### config.mk
export PLATFORM = sky130hd
export DESIGN_NAME = mem_bus_master_flat
export DESIGN_NICKNAME = d
export VERILOG_FILES = /design/src/rtl/mem_bus_master_if.sv /design/src/rtl/mem_bus_master.sv /design/src/flat_wrapper.sv
export SDC_FILE = /design/constraint.sdc
export NUM_CORES = 1
export LEC_CHECK = 0
export CAP_MARGIN = 30
export CORE_ASPECT_RATIO = 1.5
export CORE_UTILIZATION = 30
export CTS_CLUSTER_SIZE = 14
export DETAILED_ROUTE_END_ITERATION = 10
export HOLD_SLACK_MARGIN = 0.03
export PLACE_DENSITY_LB_ADDON = 0.25
export SKIP_CTS_REPAIR_TIMING = 1
export SYNTH_ARGS = -nofsm -noshare
export SYNTH_HDL_FRONTEND = slang
export SYNTH_SLANG_ARGS = --single-unit
export TNS_END_PERCENT = 100
### constraint.sdc
create_clock -name clk -period 7.6 [get_ports clk]
set_clock_uncertainty 0.1 [all_clocks]
set_input_delay 1.52 -clock clk [delete_from_list [all_inputs] [get_ports clk]]
set_output_delay 1.52 -clock clk [all_outputs]
set_load 0.03 [all_outputs]
### src/rtl/mem_bus_master_if.sv
// rtl/mem_bus_master_if.sv - RAM-side bus bundle for mem_bus_master
interface mem_bus_master_if;
  logic [31:0] bus_addr_o;
  logic [31:0] bus_data_o;
  logic [31:0] bus_data_i;
  logic        bus_select_o;
  logic        bus_we_o;
  logic        bus_ack_i;

  modport master (
    output bus_addr_o,
    output bus_data_o,
    output bus_select_o,
    output bus_we_o,
    input  bus_data_i,
    input  bus_ack_i
  );

  modport slave (
    input  bus_addr_o,
    input  bus_data_o,
    input  bus_select_o,
    input  bus_we_o,
    output bus_data_i,
    output bus_ack_i
  );
endinterface

### src/rtl/mem_bus_master.sv
// rtl/mem_bus_master.sv - CPU load/store to word-wide RAM bus master with byte-merge RMW and timeout
module mem_bus_master #(
  parameter int unsigned TIMEOUT = 255
) (
  input  logic                  clk,
  input  logic                  rst,
  input  logic                  cpu_req_i,
  input  logic                  cpu_we_i,
  input  logic [31:0]           cpu_addr_i,
  input  logic [31:0]           cpu_wdata_i,
  input  logic [3:0]            cpu_sel_i,
  output logic [31:0]           cpu_rdata_o,
  output logic                  cpu_done_o,
  output logic                  cpu_err_o,
  output logic                  cpu_stall_o,
  mem_bus_master_if.master      bus
);

  // The wait counter only needs to reach TIMEOUT-1: the cycle that would
  // make it TIMEOUT is the one that declares the timeout.
  localparam int unsigned CNT_W = (TIMEOUT < 2) ? 1 : $clog2(TIMEOUT);
  localparam logic [CNT_W-1:0] CNT_LAST = CNT_W'(TIMEOUT - 1);

  typedef enum logic [2:0] {
    S_IDLE,
    S_RD,
    S_RMW_RD,
    S_GAP,
    S_RMW_WR,
    S_WR,
    S_DONE
  } state_t;

  state_t           state;
  logic [CNT_W-1:0] wait_cnt;
  logic [31:0]      wdata_q;   // store data, replaced by the merged word after the RMW read
  logic [3:0]       sel_q;
  logic             wait_expired;
  logic             addr_lsb_unused;

  // Word addressing drops the byte offset entirely.
  assign addr_lsb_unused = ^cpu_addr_i[1:0];

  assign cpu_stall_o  = cpu_req_i & ~cpu_done_o;
  assign wait_expired = (wait_cnt == CNT_LAST);

  // Byte lanes selected by the CPU come from the store data, the rest from RAM.
  function automatic logic [31:0] merge_bytes(input logic [31:0] wr_word,
                                              input logic [31:0] rd_word,
                                              input logic [3:0]  lane_sel);
    logic [31:0] merged;
    for (int i = 0; i < 4; i++) begin
      merged[8*i +: 8] = lane_sel[i] ? wr_word[8*i +: 8] : rd_word[8*i +: 8];
    end
    return merged;
  endfunction

  // Transaction FSM; every bus and cpu output is registered here.
  always_ff @(posedge clk or posedge rst) begin
    if (rst) begin
      state            <= S_IDLE;
      wait_cnt         <= '0;
      wdata_q          <= '0;
      sel_q            <= '0;
      cpu_rdata_o      <= '0;
      cpu_done_o       <= 1'b0;
      cpu_err_o        <= 1'b0;
      bus.bus_addr_o   <= '0;
      bus.bus_data_o   <= '0;
      bus.bus_select_o <= 1'b0;
      bus.bus_we_o     <= 1'b0;
    end else begin
      case (state)
        S_IDLE: begin
          if (cpu_req_i) begin
            bus.bus_addr_o <= {2'b00, cpu_addr_i[31:2]};
            wdata_q        <= cpu_wdata_i;
            sel_q          <= cpu_sel_i;
            wait_cnt       <= '0;
            cpu_rdata_o    <= '0;
            if (!cpu_we_i) begin
              state            <= S_RD;
              bus.bus_select_o <= 1'b1;
              bus.bus_we_o     <= 1'b0;
            end else if (cpu_sel_i == 4'b1111) begin
              state            <= S_WR;
              bus.bus_select_o <= 1'b1;
              bus.bus_we_o     <= 1'b1;
              bus.bus_data_o   <= cpu_wdata_i;
            end else if (cpu_sel_i == 4'b0000) begin
              // Nothing to write: complete without touching the bus.
              state      <= S_DONE;
              cpu_done_o <= 1'b1;
            end else begin
              state            <= S_RMW_RD;
              bus.bus_select_o <= 1'b1;
              bus.bus_we_o     <= 1'b0;
            end
          end
        end

        S_RD, S_RMW_RD: begin
          if (bus.bus_ack_i) begin
            bus.bus_select_o <= 1'b0;
            if (state == S_RD) begin
              cpu_rdata_o <= bus.bus_data_i;
              cpu_done_o  <= 1'b1;
              state       <= S_DONE;
            end else begin
              wdata_q <= merge_bytes(wdata_q, bus.bus_data_i, sel_q);
              state   <= S_GAP;
            end
          end else if (wait_expired) begin
            // Timeout also abandons the RMW write phase.
            bus.bus_select_o <= 1'b0;
            bus.bus_we_o     <= 1'b0;
            cpu_rdata_o      <= '0;
            cpu_err_o        <= 1'b1;
            cpu_done_o       <= 1'b1;
            state            <= S_DONE;
          end else begin
            wait_cnt <= wait_cnt + 1'b1;
          end
        end

        S_GAP: begin
          // One idle bus cycle separates the RMW read from its write.
          bus.bus_select_o <= 1'b1;
          bus.bus_we_o     <= 1'b1;
          bus.bus_data_o   <= wdata_q;
          wait_cnt         <= '0;
          state            <= S_RMW_WR;
        end

        S_WR, S_RMW_WR: begin
          if (bus.bus_ack_i) begin
            bus.bus_select_o <= 1'b0;
            bus.bus_we_o     <= 1'b0;
            cpu_done_o       <= 1'b1;
            state            <= S_DONE;
          end else if (wait_expired) begin
            bus.bus_select_o <= 1'b0;
            bus.bus_we_o     <= 1'b0;
            cpu_rdata_o      <= '0;
            cpu_err_o        <= 1'b1;
            cpu_done_o       <= 1'b1;
            state            <= S_DONE;
          end else begin
            wait_cnt <= wait_cnt + 1'b1;
          end
        end

        S_DONE: begin
          cpu_done_o <= 1'b0;
          cpu_err_o  <= 1'b0;
          state      <= S_IDLE;
        end

        default: begin
          bus.bus_select_o <= 1'b0;
          bus.bus_we_o     <= 1'b0;
          cpu_done_o       <= 1'b0;
          cpu_err_o        <= 1'b0;
          state            <= S_IDLE;
        end
      endcase
    end
  end

endmodule

### src/flat_wrapper.sv
// flat-port wrapper written by rule: the top's interface ports become plain ports
module mem_bus_master_flat 
#(
  parameter int unsigned TIMEOUT = 255
)
  (clk, rst, cpu_req_i, cpu_we_i, cpu_addr_i, cpu_wdata_i, cpu_sel_i, cpu_rdata_o, cpu_done_o, cpu_err_o, cpu_stall_o, bus_bus_addr_o, bus_bus_data_o, bus_bus_select_o, bus_bus_we_o, bus_bus_data_i, bus_bus_ack_i);
  mem_bus_master_if bus_i ();
  input  logic clk;
  input  logic rst;
  input  logic cpu_req_i;
  input  logic cpu_we_i;
  input  logic [31:0] cpu_addr_i;
  input  logic [31:0] cpu_wdata_i;
  input  logic [3:0] cpu_sel_i;
  output logic [31:0] cpu_rdata_o;
  output logic cpu_done_o;
  output logic cpu_err_o;
  output logic cpu_stall_o;
  output wire logic [$bits(bus_i.bus_addr_o)-1:0] bus_bus_addr_o;
  output wire logic [$bits(bus_i.bus_data_o)-1:0] bus_bus_data_o;
  output wire logic [$bits(bus_i.bus_select_o)-1:0] bus_bus_select_o;
  output wire logic [$bits(bus_i.bus_we_o)-1:0] bus_bus_we_o;
  input wire logic [$bits(bus_i.bus_data_i)-1:0] bus_bus_data_i;
  input wire logic [$bits(bus_i.bus_ack_i)-1:0] bus_bus_ack_i;
  assign bus_bus_addr_o = bus_i.bus_addr_o;
  assign bus_bus_data_o = bus_i.bus_data_o;
  assign bus_bus_select_o = bus_i.bus_select_o;
  assign bus_bus_we_o = bus_i.bus_we_o;
  assign bus_i.bus_data_i = bus_bus_data_i;
  assign bus_i.bus_ack_i = bus_bus_ack_i;
  mem_bus_master #(.TIMEOUT(TIMEOUT)) u_core (.clk(clk), .rst(rst), .cpu_req_i(cpu_req_i), .cpu_we_i(cpu_we_i), .cpu_addr_i(cpu_addr_i), .cpu_wdata_i(cpu_wdata_i), .cpu_sel_i(cpu_sel_i), .cpu_rdata_o(cpu_rdata_o), .cpu_done_o(cpu_done_o), .cpu_err_o(cpu_err_o), .cpu_stall_o(cpu_stall_o), .bus(bus_i));
endmodule
# Word-level counts from Yosys, hierarchy flattened
# Index checks and enable logic that the tools add are counted.
[totals]
reg_bits = 145
latchBits = 0
ram_bits = 0
mem_bits_ro = 0
inputBits = 105
output_inout_bits = 101
wordCells = 127
n_memories = 0
[classes]
add_sub_neg = 1
n_mul = 0
div_mod_pow = 0
n_lt_le_gt_ge = 0
n_eq_ne = 27
shift = 0
n_mux = 58
bitwise = 5
n_reduce_logical = 22
[ops]
columns = ["operator", "n"]
rows = [
  ["two-way mux 32 bit", 11],
  ["one-hot mux 32 bit (2 select lines)", 2],
  ["one-hot mux 32 bit (3 select lines)", 1],
  ["two-way mux 8 bit", 7],
  ["inequality test 2 bit, second input constant", 13],
  ["two-way mux 3 bit", 8],
  ["one-hot mux 8 bit (3 select lines)", 1],
  ["two-way mux 1 bit", 23],
  ["AND reduction 4 bit", 5],
  ["AND reduction 5 bit", 4],
  ["one-hot mux 3 bit (4 select lines)", 1],
  ["equality test 3 bit, second input constant", 3],
  ["adder 8 x 1 -> 8 bit, second input constant", 1],
  ["equality test 8 bit, second input constant", 1],
  ["one-hot mux 1 bit (4 select lines)", 2],
  ["equality test 3 x 2 -> 1 bit, second input constant", 2],
  ["inequality test 2 x 1 -> 1 bit, second input constant", 3],
  ["AND reduction 6 bit", 1],
  ["nonzero test 3 bit", 2],
  ["OR reduction 2 bit", 3],
  ["one-hot mux 1 bit (5 select lines)", 1],
  ["equality test 4 bit, second input constant", 1],
  ["zero test 4 bit", 1],
  ["inequality test 4 x 3 -> 1 bit, second input constant", 1],
  ["11 further kinds", 15],
]

# Longest topological paths before layout
# Gate-level depths: netlist of the first run.
[logic_depth]
ltp_word = 6
ltp_mapped = 8
depth_no_buf = 7

# Least setup slack after synthesis of the first run
# No wires, ideal clock.
[synth_timing]
path_type = "input to output"
start = "input cpu_req_i"
end = "output cpu_stall_o"
arrival_ns = 2.147
t_required_ns = 5.980
slack_ns = 3.833
stages = 2
n_path_buf = 1
cell_sequence = "buf_2 > nor2b_1"
[synth_between]
elab_chain_len = 1
[synth_lines]
columns = ["element", "line", "rtl"]
rows = [
  ["start: declaration", "flat_wrapper.sv:10", "input logic cpu_req_i;"],
  ["bitwise AND 1 bit", "mem_bus_master.sv:44", "assign cpu_stall_o = cpu_req_i & ~cpu_done_o;"],
  ["end: declaration", "flat_wrapper.sv:18", "output logic cpu_stall_o;"],
]
# No other way between the ends.

# Worst setup path after layout of the first run
# Ends and elaborated chain as after synthesis.

==> reports/metrics.yaml, run 1 <==
outcome:
  status: "completed"
hold_path:
  holdPathEnd: "u_core.cpu_rdata_o[17]$_DFFE_PP0P_"
  hold-path-cell-count: 1
  hold_path.class: "register to register"
  hp-start: "u_core.cpu_rdata_o[17]$_DFFE_PP0P_"
pwr:
  power.internal_mw: 2.44
  p_per_area_mw_per_mm2: 454
  switching_power_mw: 1.77
  leakage_nw: 3.95
  combPwrFrac: 0.485
  power.share.switching: 0.421
  seqPwrFrac: 0.329
  p_clk_frac: 0.186
  irDropWorstVdd_mv: 0.211
sta:
  fin_crit_sh: 0.631
  hold_viol: 0
  timing.slew.headroom: 0.366
  finalSetupViolations: 0
  period_needed_ns: 4.80
  worst_slew_pin_slew_ns: 0.951
  fmax_mhz: 209
  rsz0062_at_grt: "false"
  setup_tns_ns: 0
  drv_slew: 0
grt:
  grt_max_degree: 88
  grt_usage: 0.172
  grt_pass1_wl_um: 29000
  grt_overflow_total: 0
  first_global_vias: 5346
  antenna_found_initial: 0
floorplanning:
  core_area_mm2: 0.0212
  dieArea_mm2: 0.0224
  die_width_um: 123
  die_h_um: 183
  io_pins: 206
  initial_core_util: 0.309
  placementRows: 65
synth:
  synth_seq_area_share: 0.554
  syn_avg_cell_area_um2: 11.7
  yosysWarnings: 0
  synthFlopType: "dfrtp_1"
  synthArstFlopShare: 1.00
  ys_types: 51
  syn_area_mm2: 0.00655
  ys_seq_elements: 145
  synthCells: 562
  synth_edf_count: 0
routing:
  dr_total_vias: 5096
  drt_wl_total_um: 18500
  wl_per_cell_um: 18.0
  ant_nets: 0
  drt_iter0_drc: 253
  avgViaCountPerCell: 4.95
  route.detailed.drc: 0
  firstDrtPassIters: 5
finish:
  layout.cells.most_common_list: "clkdlybuf4s50_1, dfrtp_1, nor2_1, a21oi_1, mux2i_1"
  area.growth.synth_to_final_pct: 41.7
  mostFrequentLayoutCell: "clkdlybuf4s50_1"
  nets: 856
  drive_above_1_share: 0.119
  diodes: 0
  final_cells: 1030
place:
  place_congestion: 0.859
  place_inst: 998
  dp_hpwl_um: 13200
  io_buffers: 201
flow_run:
  max_cap_viol_count: 0
critical_path:
  arrival_ns: 3.18
  ff2ff_setup_slack_ns: 4.85
  end_kind: "primary output"
  start_kind: "input pin"
  timing.rr.end: "u_core.bus.bus_data_o[7]$_DFFE_PP0P_"
  crit_fanout: 14
  worstSetupPathType: "input pin to primary output"
  required_ns: 5.98
  rr_startpoint: "u_core.state[2]$_DFFE_PP0N_"
  rr_worst_depth: 5
cts:
  path_clk_slew_ns: 0.07
  cts_max_path_buffers: 2
  cts_tree: "done"
  ctsRootBufferMaster: "clkbuf_16"
  cts.sinks: 145
  numCtsBuffers: 17
  h-tree-depth: 4
  insertion_delay_ns: 0.42
cell usage after synthesis, drive strengths merged (4+ instances only):
cell type / number / area (um^2)
buf: 36 / 249
nor3: 5 / 25.0
mux2: 35 / 394
a21oi: 75 / 420
inv: 5 / 18.8
nor2: 80 / 329
a22o: 32 / 280
nand2: 14 / 57.6
mux2i: 65 / 651
nand3: 7 / 35.0
dfrtp: 145 / 3630
clkbuf: 4 / 15.0
xnor2: 5 / 51.3
o21ai: 13 / 68.8
per-stage QoR:
stage	hold WS (ns)	util	instance area [um^2]	power, mW	setup slack, ns
2_1_floorplan	0.394	-	6550	2.67	2.09
3_3_place_gp	0.383	0.410	8700	3.40	2.80
3_5_place_dp	0.380	0.411	8730	3.46	2.80
4_1_cts	0.404	0.437	9280	4.28	2.81
5_1_grt	0.424	0.437	9280	4.47	2.76
6_report	0.401	0.437	9280	4.22	2.80
sequential cells by signal, indices dropped and copies added, names as in the netlist:
register                 flops
u_core.wait_cnt              8
u_core.wdata_q              32
u_core.cpu_done_o            1
u_core.state                 3
u_core.sel_q                 4
u_core.bus.bus_addr_o       30
u_core.cpu_err_o             1
u_core.cpu_rdata_o          32
u_core.bus.bus_data_o       32
u_core.bus.bus_select_o      1
u_core.bus.bus_we_o          1
cells by family (layout without fill, tap and decap cells):
kind of cell	count (synthesis)	after routing	synth area share
other	1	2	0.000573
AO/OA/AOI/OAI	138	138	0.142
buffers and inverters	45	244	0.0432
flip-flops	145	145	0.554
adder cells (fa/ha/maj)	2	2	0.00382
multiplexers	100	100	0.160
AND/OR/NAND/NOR	125	125	0.0879
XOR/XNOR	6	6	0.00917
cell type report:
cell class,instances,area (um^2)
repair buffers,207,2080
fillers,1992,11900
well taps,268,335
clock buffers,18,429
clock inverters,14,120
multi-input cells,373,2670
inverters,5,23.8
flip-flops and latches,145,3630
layer usage:
layer / GRT usage / vias to the layer above / share of wire
li1: - / 2386 / -
met1: 0.192 / 2547 / 0.38
met2: 0.308 / 142 / 0.55
met3: 0.0410 / 21 / 0.048
met4: 0.0683 / 0 / 0.022
met5: 0 / - / 0
critical path: stages:
cell	delay (ns)
clkdlybuf4s50_1	0.79
nor2b_1	0.20
clkdlybuf4s50_1	0.67
power by group through the flow:
stage	sequential (mW)	clock [mW]	combinational [mW]
floorplan	1.80	0	0.869
global placement	1.38	0	2.02
detailed placement	1.40	0	2.07
CTS	1.39	0.813	2.07
global route	1.43	0.845	2.19
finish	1.39	0.784	2.04
worst max-delay path by stage:
stage               from                                   end  slack, ns  cells after the start
2_1_floorplan        rst  u_core.bus.bus_addr_o[0]$_DFFE_PP0P_       2.09                      1
3_3_place_gp   cpu_req_i                           cpu_stall_o       2.80                      3
3_5_place_dp   cpu_req_i                           cpu_stall_o       2.80                      3
4_1_cts        cpu_req_i                           cpu_stall_o       2.81                      3
5_1_grt        cpu_req_i                           cpu_stall_o       2.76                      3
6_report       cpu_req_i                           cpu_stall_o       2.80                      3
Power figures use the tool's default switching activity.
==> inputs of run 2 (changes only) <==
- clock period: 7.6 -> 5 ns (I/O delays scaled with it)
==> run 2 against run 1 <==
Against the previous run:
- critical path depth unchanged
- combinational power is 52% higher
- first-iteration DRC count decreased by 15%
- cell count did not move
- clock power grew 77%
- design area rose by 1.3%
- wire length is 0.42% higher
- critical endpoint unchanged
==> reports/metrics.yaml, run 2 (synthesized netlist as in run 1, its figures left out) <==
routing:
  dr_total_vias: 5092
  wl_per_cell_um: 18.1
  drt_wl_total_um: 18600
  firstDrtPassIters: 5
  drt_iter0_drc: 214
  route.detailed.drc: 0
  ant_nets: 0
  avgViaCountPerCell: 4.94
pwr:
  leakage_nw: 4.02
  irDropWorstVdd_mv: 0.362
  finalPower_mw: 6.60
  p_per_area_mw_per_mm2: 702
cts:
  cts.sinks: 145
  h-tree-depth: 4
  cts_tree: "done"
  path_clk_slew_ns: 0.06
  ctsRootBufferMaster: "clkbuf_16"
  cts_max_path_buffers: 2
  insertion_delay_ns: 0.43
  numCtsBuffers: 17
critical_path:
  rr_worst_depth: 5
  start_kind: "input pin"
  crit_fanout: 14
  required_ns: 3.90
  worstSetupPathType: "input pin to primary output"
  end_kind: "primary output"
  arrival_ns: 2.66
floorplanning:
  dieArea_mm2: 0.0224
  die_width_um: 123
  die_h_um: 183
  initial_core_util: 0.309
  placementRows: 65
  io_pins: 206
  core_area_mm2: 0.0212
finish:
  drive_above_1_share: 0.121
  nets: 858
  mostFrequentLayoutCell: "clkdlybuf4s50_1"
  diodes: 0
  seq_area_mm2: 0.00363
  fill_cells: 1957
  reg_top3: "u_core.bus.bus_data_o: 32 flops, u_core.cpu_rdata_o: 32 flops, u_core.wdata_q: 32 flops"
  layout.cells.most_common_list: "clkdlybuf4s50_1, dfrtp_1, nor2_1, a21oi_1, mux2i_1"
  multi_input_area_mm2: 0.00267
  area.growth.synth_to_final_pct: 43.6
sta:
  timing.slew.headroom: 0.364
  worst_slack_ns: 1.24
  setup_tns_ns: 0
  fmax_mhz: 266
  worst_slew_pin_slew_ns: 0.954
  drv_slew: 0
  hold_viol: 0
  finalSetupViolations: 0
  fin_crit_sh: 0.751
  rsz0062_at_grt: "false"
  period_needed_ns: 3.76
place:
  dp_hpwl_um: 13300
  io_buffers: 201
  dp_slack_ns: 1.25
  place_congestion: 0.826
grt:
  grt_usage: 0.175
  grt_pass1_wl_um: 29400
  grt_max_degree: 82
  grt_overflow_total: 0
  antenna_found_initial: 0
  first_global_vias: 5432
outcome:
  status: "completed"
flow_run:
  max_cap_viol_count: 0
hold_path:
  hold_path.class: "register to register"
  hold-path-cell-count: 1
run 2: cell count changes in the layout (fill, tap and decap cells not counted):
cell        before  now
clkinvlp_4       3    1
buf_16           1    2
clkbuf_1         1    0
clkinv_4         2    1
clkbuf_8         0    2
inv_8            2    0
buf_4            5    6
clkinv_2         1    4
bufinv_16        0    5
inv_6            7    1
run 2: metal layers:
layer  vias to the layer above  GRT usage  part of all wire
met5                         -          0                 0
met4                         0     0.0863             0.033
met3                        35     0.0445             0.047
met2                       140      0.307              0.53
met1                      2521      0.193              0.39
li1                       2396          -                 -
run 2: path summary, 6_finish.rpt:
kind / startpoint / endpoint / slack [ns]
worst max register to register: u_core.state[2]$_DFFE_PP0N_ / u_core.bus.bus_data_o[18]$_DFFE_PP0P_ / 2.30
worst min register to register: u_core.cpu_rdata_o[3]$_DFFE_PP0P_ / u_core.cpu_rdata_o[3]$_DFFE_PP0P_ / 0.40
worst max-delay path: cpu_req_i / cpu_stall_o / 1.24
min in group asynchronous: rst / u_core.bus.bus_addr_o[14]$_DFFE_PP0P_ / 0.82
max in group asynchronous: rst / u_core.bus.bus_data_o[25]$_DFFE_PP0P_ / 2.96
worst min-delay path: u_core.cpu_rdata_o[3]$_DFFE_PP0P_ / u_core.cpu_rdata_o[3]$_DFFE_PP0P_ / 0.40
run 2: report_power, final:
part	total (mW)	leakage [nW]	switching [mW]	internal, mW
clock network	1.39	0.314	0.487	0.902
registers	2.11	1.75	0.395	1.72
logic	3.10	1.96	1.75	1.35
run 2: stage by stage:
stage / hold slack, ns / util / cell area (um^2) / instances
global placement: 0.382 / 0.410 / 8710 / 998
CTS: 0.401 / 0.443 / 9410 / 1030
floorplan: 0.394 / - / 6550 / 563
finish: 0.398 / 0.443 / 9410 / 1030
global route: 0.410 / 0.443 / 9410 / 1030
detailed placement: 0.381 / 0.413 / 8770 / 1000
run 2: layout make-up:
cell class,count,share of cell area
repair buffers,209,0.225
inverters,5,0.00253
well taps,268,0.0357
clock buffers,19,0.0482
clock inverters,11,0.0198
multi-input cells,373,0.283
flip-flops and latches,145,0.386
run 2: critical path: stages:
cell and delay [ns]:
clkdlybuf4s50_1 0.79, nor2b_1 0.19, clkdlybuf4s50_1 0.67
==> inputs of run 3 (changes only) <==
- clock period: 5 -> 3.57 ns (I/O delays scaled with it)
==> run 3 against run 2 <==
Against the previous run:
- worst setup slack got worse by 0.47 ns
- clock-buffer cell count fell by 1
- register-to-register slack got worse by 1.3 ns
- die area did not move
==> reports/metrics.yaml, run 3 (synthesized netlist as in run 1, its figures left out) <==
critical_path:
  crit_fanout: 2
  worstSetupPathType: "input pin to primary output"
  ff2ff_setup_slack_ns: 1.03
  required_ns: 2.76
  cp_common_cell: "clkdlybuf4s50_1"
  timing.rr.end: "u_core.cpu_rdata_o[6]$_DFFE_PP0P_"
  rr_startpoint: "u_core.state[2]$_DFFE_PP0N_"
  startpoint: "cpu_req_i"
  cp_cell_sequence: "clkdlybuf4s50_1 -> nor2b_1 -> clkdlybuf4s50_1"
  rr_worst_depth: 6
  end_kind: "primary output"
  critPathCapture: "cpu_stall_o"
  arrival_ns: 1.98
  start_kind: "input pin"
  slowest_delay_ns: 0.67
  critPathSlowestCell: "clkdlybuf4s50_1"
cts:
  h-tree-depth: 4
  insertion_delay_ns: 0.42
  ctsRootBufferMaster: "clkbuf_16"
  numCtsBuffers: 17
  cts.sinks: 145
  cts_max_path_buffers: 2
  path_clk_slew_ns: 0.06
  cts_tree: "done"
sta:
  fin_crit_sh: 0.782
  worst_slack_ns: 0.777
  drv_slew: 0
  finalSetupViolations: 0
  rsz0062_at_grt: "false"
  worst_slew_pin_slew_ns: 0.904
  period_needed_ns: 2.79
  setup_tns_ns: 0
  hold_viol: 0
  timing.slew.headroom: 0.396
  fmax_mhz: 358
floorplanning:
  die_h_um: 183
  die_width_um: 123
  initial_core_util: 0.309
  placementRows: 65
  io_pins: 206
  core_area_mm2: 0.0212
  dieArea_mm2: 0.0224
finish:
  area.growth.synth_to_final_pct: 44.4
  drive_above_1_share: 0.129
  mostFrequentLayoutCell: "clkdlybuf4s50_1"
  layout.cells.most_common_list: "clkdlybuf4s50_1, dfrtp_1, nor2_1, a21oi_1, mux2i_1"
  diodes: 0
  fill_cells: 1957
  nets: 863
  final_area_mm2: 0.00946
  reg_top3: "u_core.bus.bus_data_o: 32 flops, u_core.cpu_rdata_o: 32 flops, u_core.wdata_q: 32 flops"
grt:
  grt_max_degree: 66
  grt_overflow_total: 0
  grt_pass1_wl_um: 29200
  antenna_found_initial: 0
  first_global_vias: 5455
  grt_usage: 0.171
routing:
  firstDrtPassIters: 7
  drt_iter0_drc: 272
  ant_nets: 0
  drt_wl_total_um: 18400
  wl_per_cell_um: 17.7
  avgViaCountPerCell: 5.00
  dr_total_vias: 5184
  route.detailed.drc: 0
place:
  dp_slack_ns: 0.662
  dp_hpwl_um: 13300
  place_congestion: 0.821
  placed_area_mm2: 0.00882
  io_buffers: 201
pwr:
  leakage_nw: 4.05
  irDropWorstVdd_mv: 0.429
  p_per_area_mw_per_mm2: 976
hold_path:
  hp-start: "u_core.cpu_rdata_o[0]$_DFFE_PP0P_"
  hold_path.class: "register to register"
outcome:
  status: "completed"
flow_run:
  max_cap_viol_count: 0
[run 3: changes by cell type in the layout (fill, tap and decap cells not counted), moves of 3 or more]
cell	before	now
clkinv_2	4	0
clkinv_4	1	4
inv_6	1	5
buf_12	0	5
[run 3: cell type report]
cell class	instances	area, um^2	area share
multi-input cells	373	2670	0.282
clock inverters	14	191	0.0202
repair buffers	214	2170	0.230
well taps	268	335	0.0355
flip-flops and latches	145	3630	0.384
inverters	5	22.5	0.00238
clock buffers	18	439	0.0464
[run 3: power breakdown]
group	leakage [nW]	internal, mW	total, mW	switching (mW)
Clock	0.310	1.14	1.90	0.754
Sequential	1.75	2.40	2.94	0.538
Combinational	1.99	1.91	4.38	2.47
Total	4.05	5.46	9.22	3.77
[run 3: worst max-delay path, delay by kind of cell]
family	cells	cell delay, ns
buf+inv	2	1.14
simple gates	1	0.12
[run 3: worst min path at each step]
| stage | end | cells past startpoint |
|---|---|---|
| after floorplan | u_core.wdata_q[0]$_DFFE_PP0P_ | 2 |
| after global placement | u_core.cpu_rdata_o[1]$_DFFE_PP0P_ | 1 |
| after detailed placement | u_core.cpu_rdata_o[27]$_DFFE_PP0P_ | 1 |
| after CTS | u_core.cpu_rdata_o[25]$_DFFE_PP0P_ | 1 |
| after global routing | u_core.cpu_rdata_o[2]$_DFFE_PP0P_ | 1 |
| final | u_core.cpu_rdata_o[0]$_DFFE_PP0P_ | 1 |
[run 3: metal layers]
| layer | vias up | track usage | part of all wire |
|---|---|---|---|
| met4 | 0 | 0.0751 | 0.025 |
| met2 | 181 | 0.311 | 0.55 |
| li1 | 2400 | - | - |
| met1 | 2565 | 0.188 | 0.38 |
| met3 | 38 | 0.0333 | 0.044 |
| met5 | - | 0 | 0 |
[run 3: through the flow]
step / hold WS, ns / total power, mW / utilization / std cells
after global placement: 0.382 / 7.29 / 0.416 / 1005
after floorplan: 0.394 / 5.69 / - / 563
after detailed placement: 0.380 / 7.40 / 0.416 / 1005
after global routing: 0.420 / 9.77 / 0.445 / 1037
after CTS: 0.403 / 9.35 / 0.445 / 1037
final: 0.397 / 9.22 / 0.445 / 1037
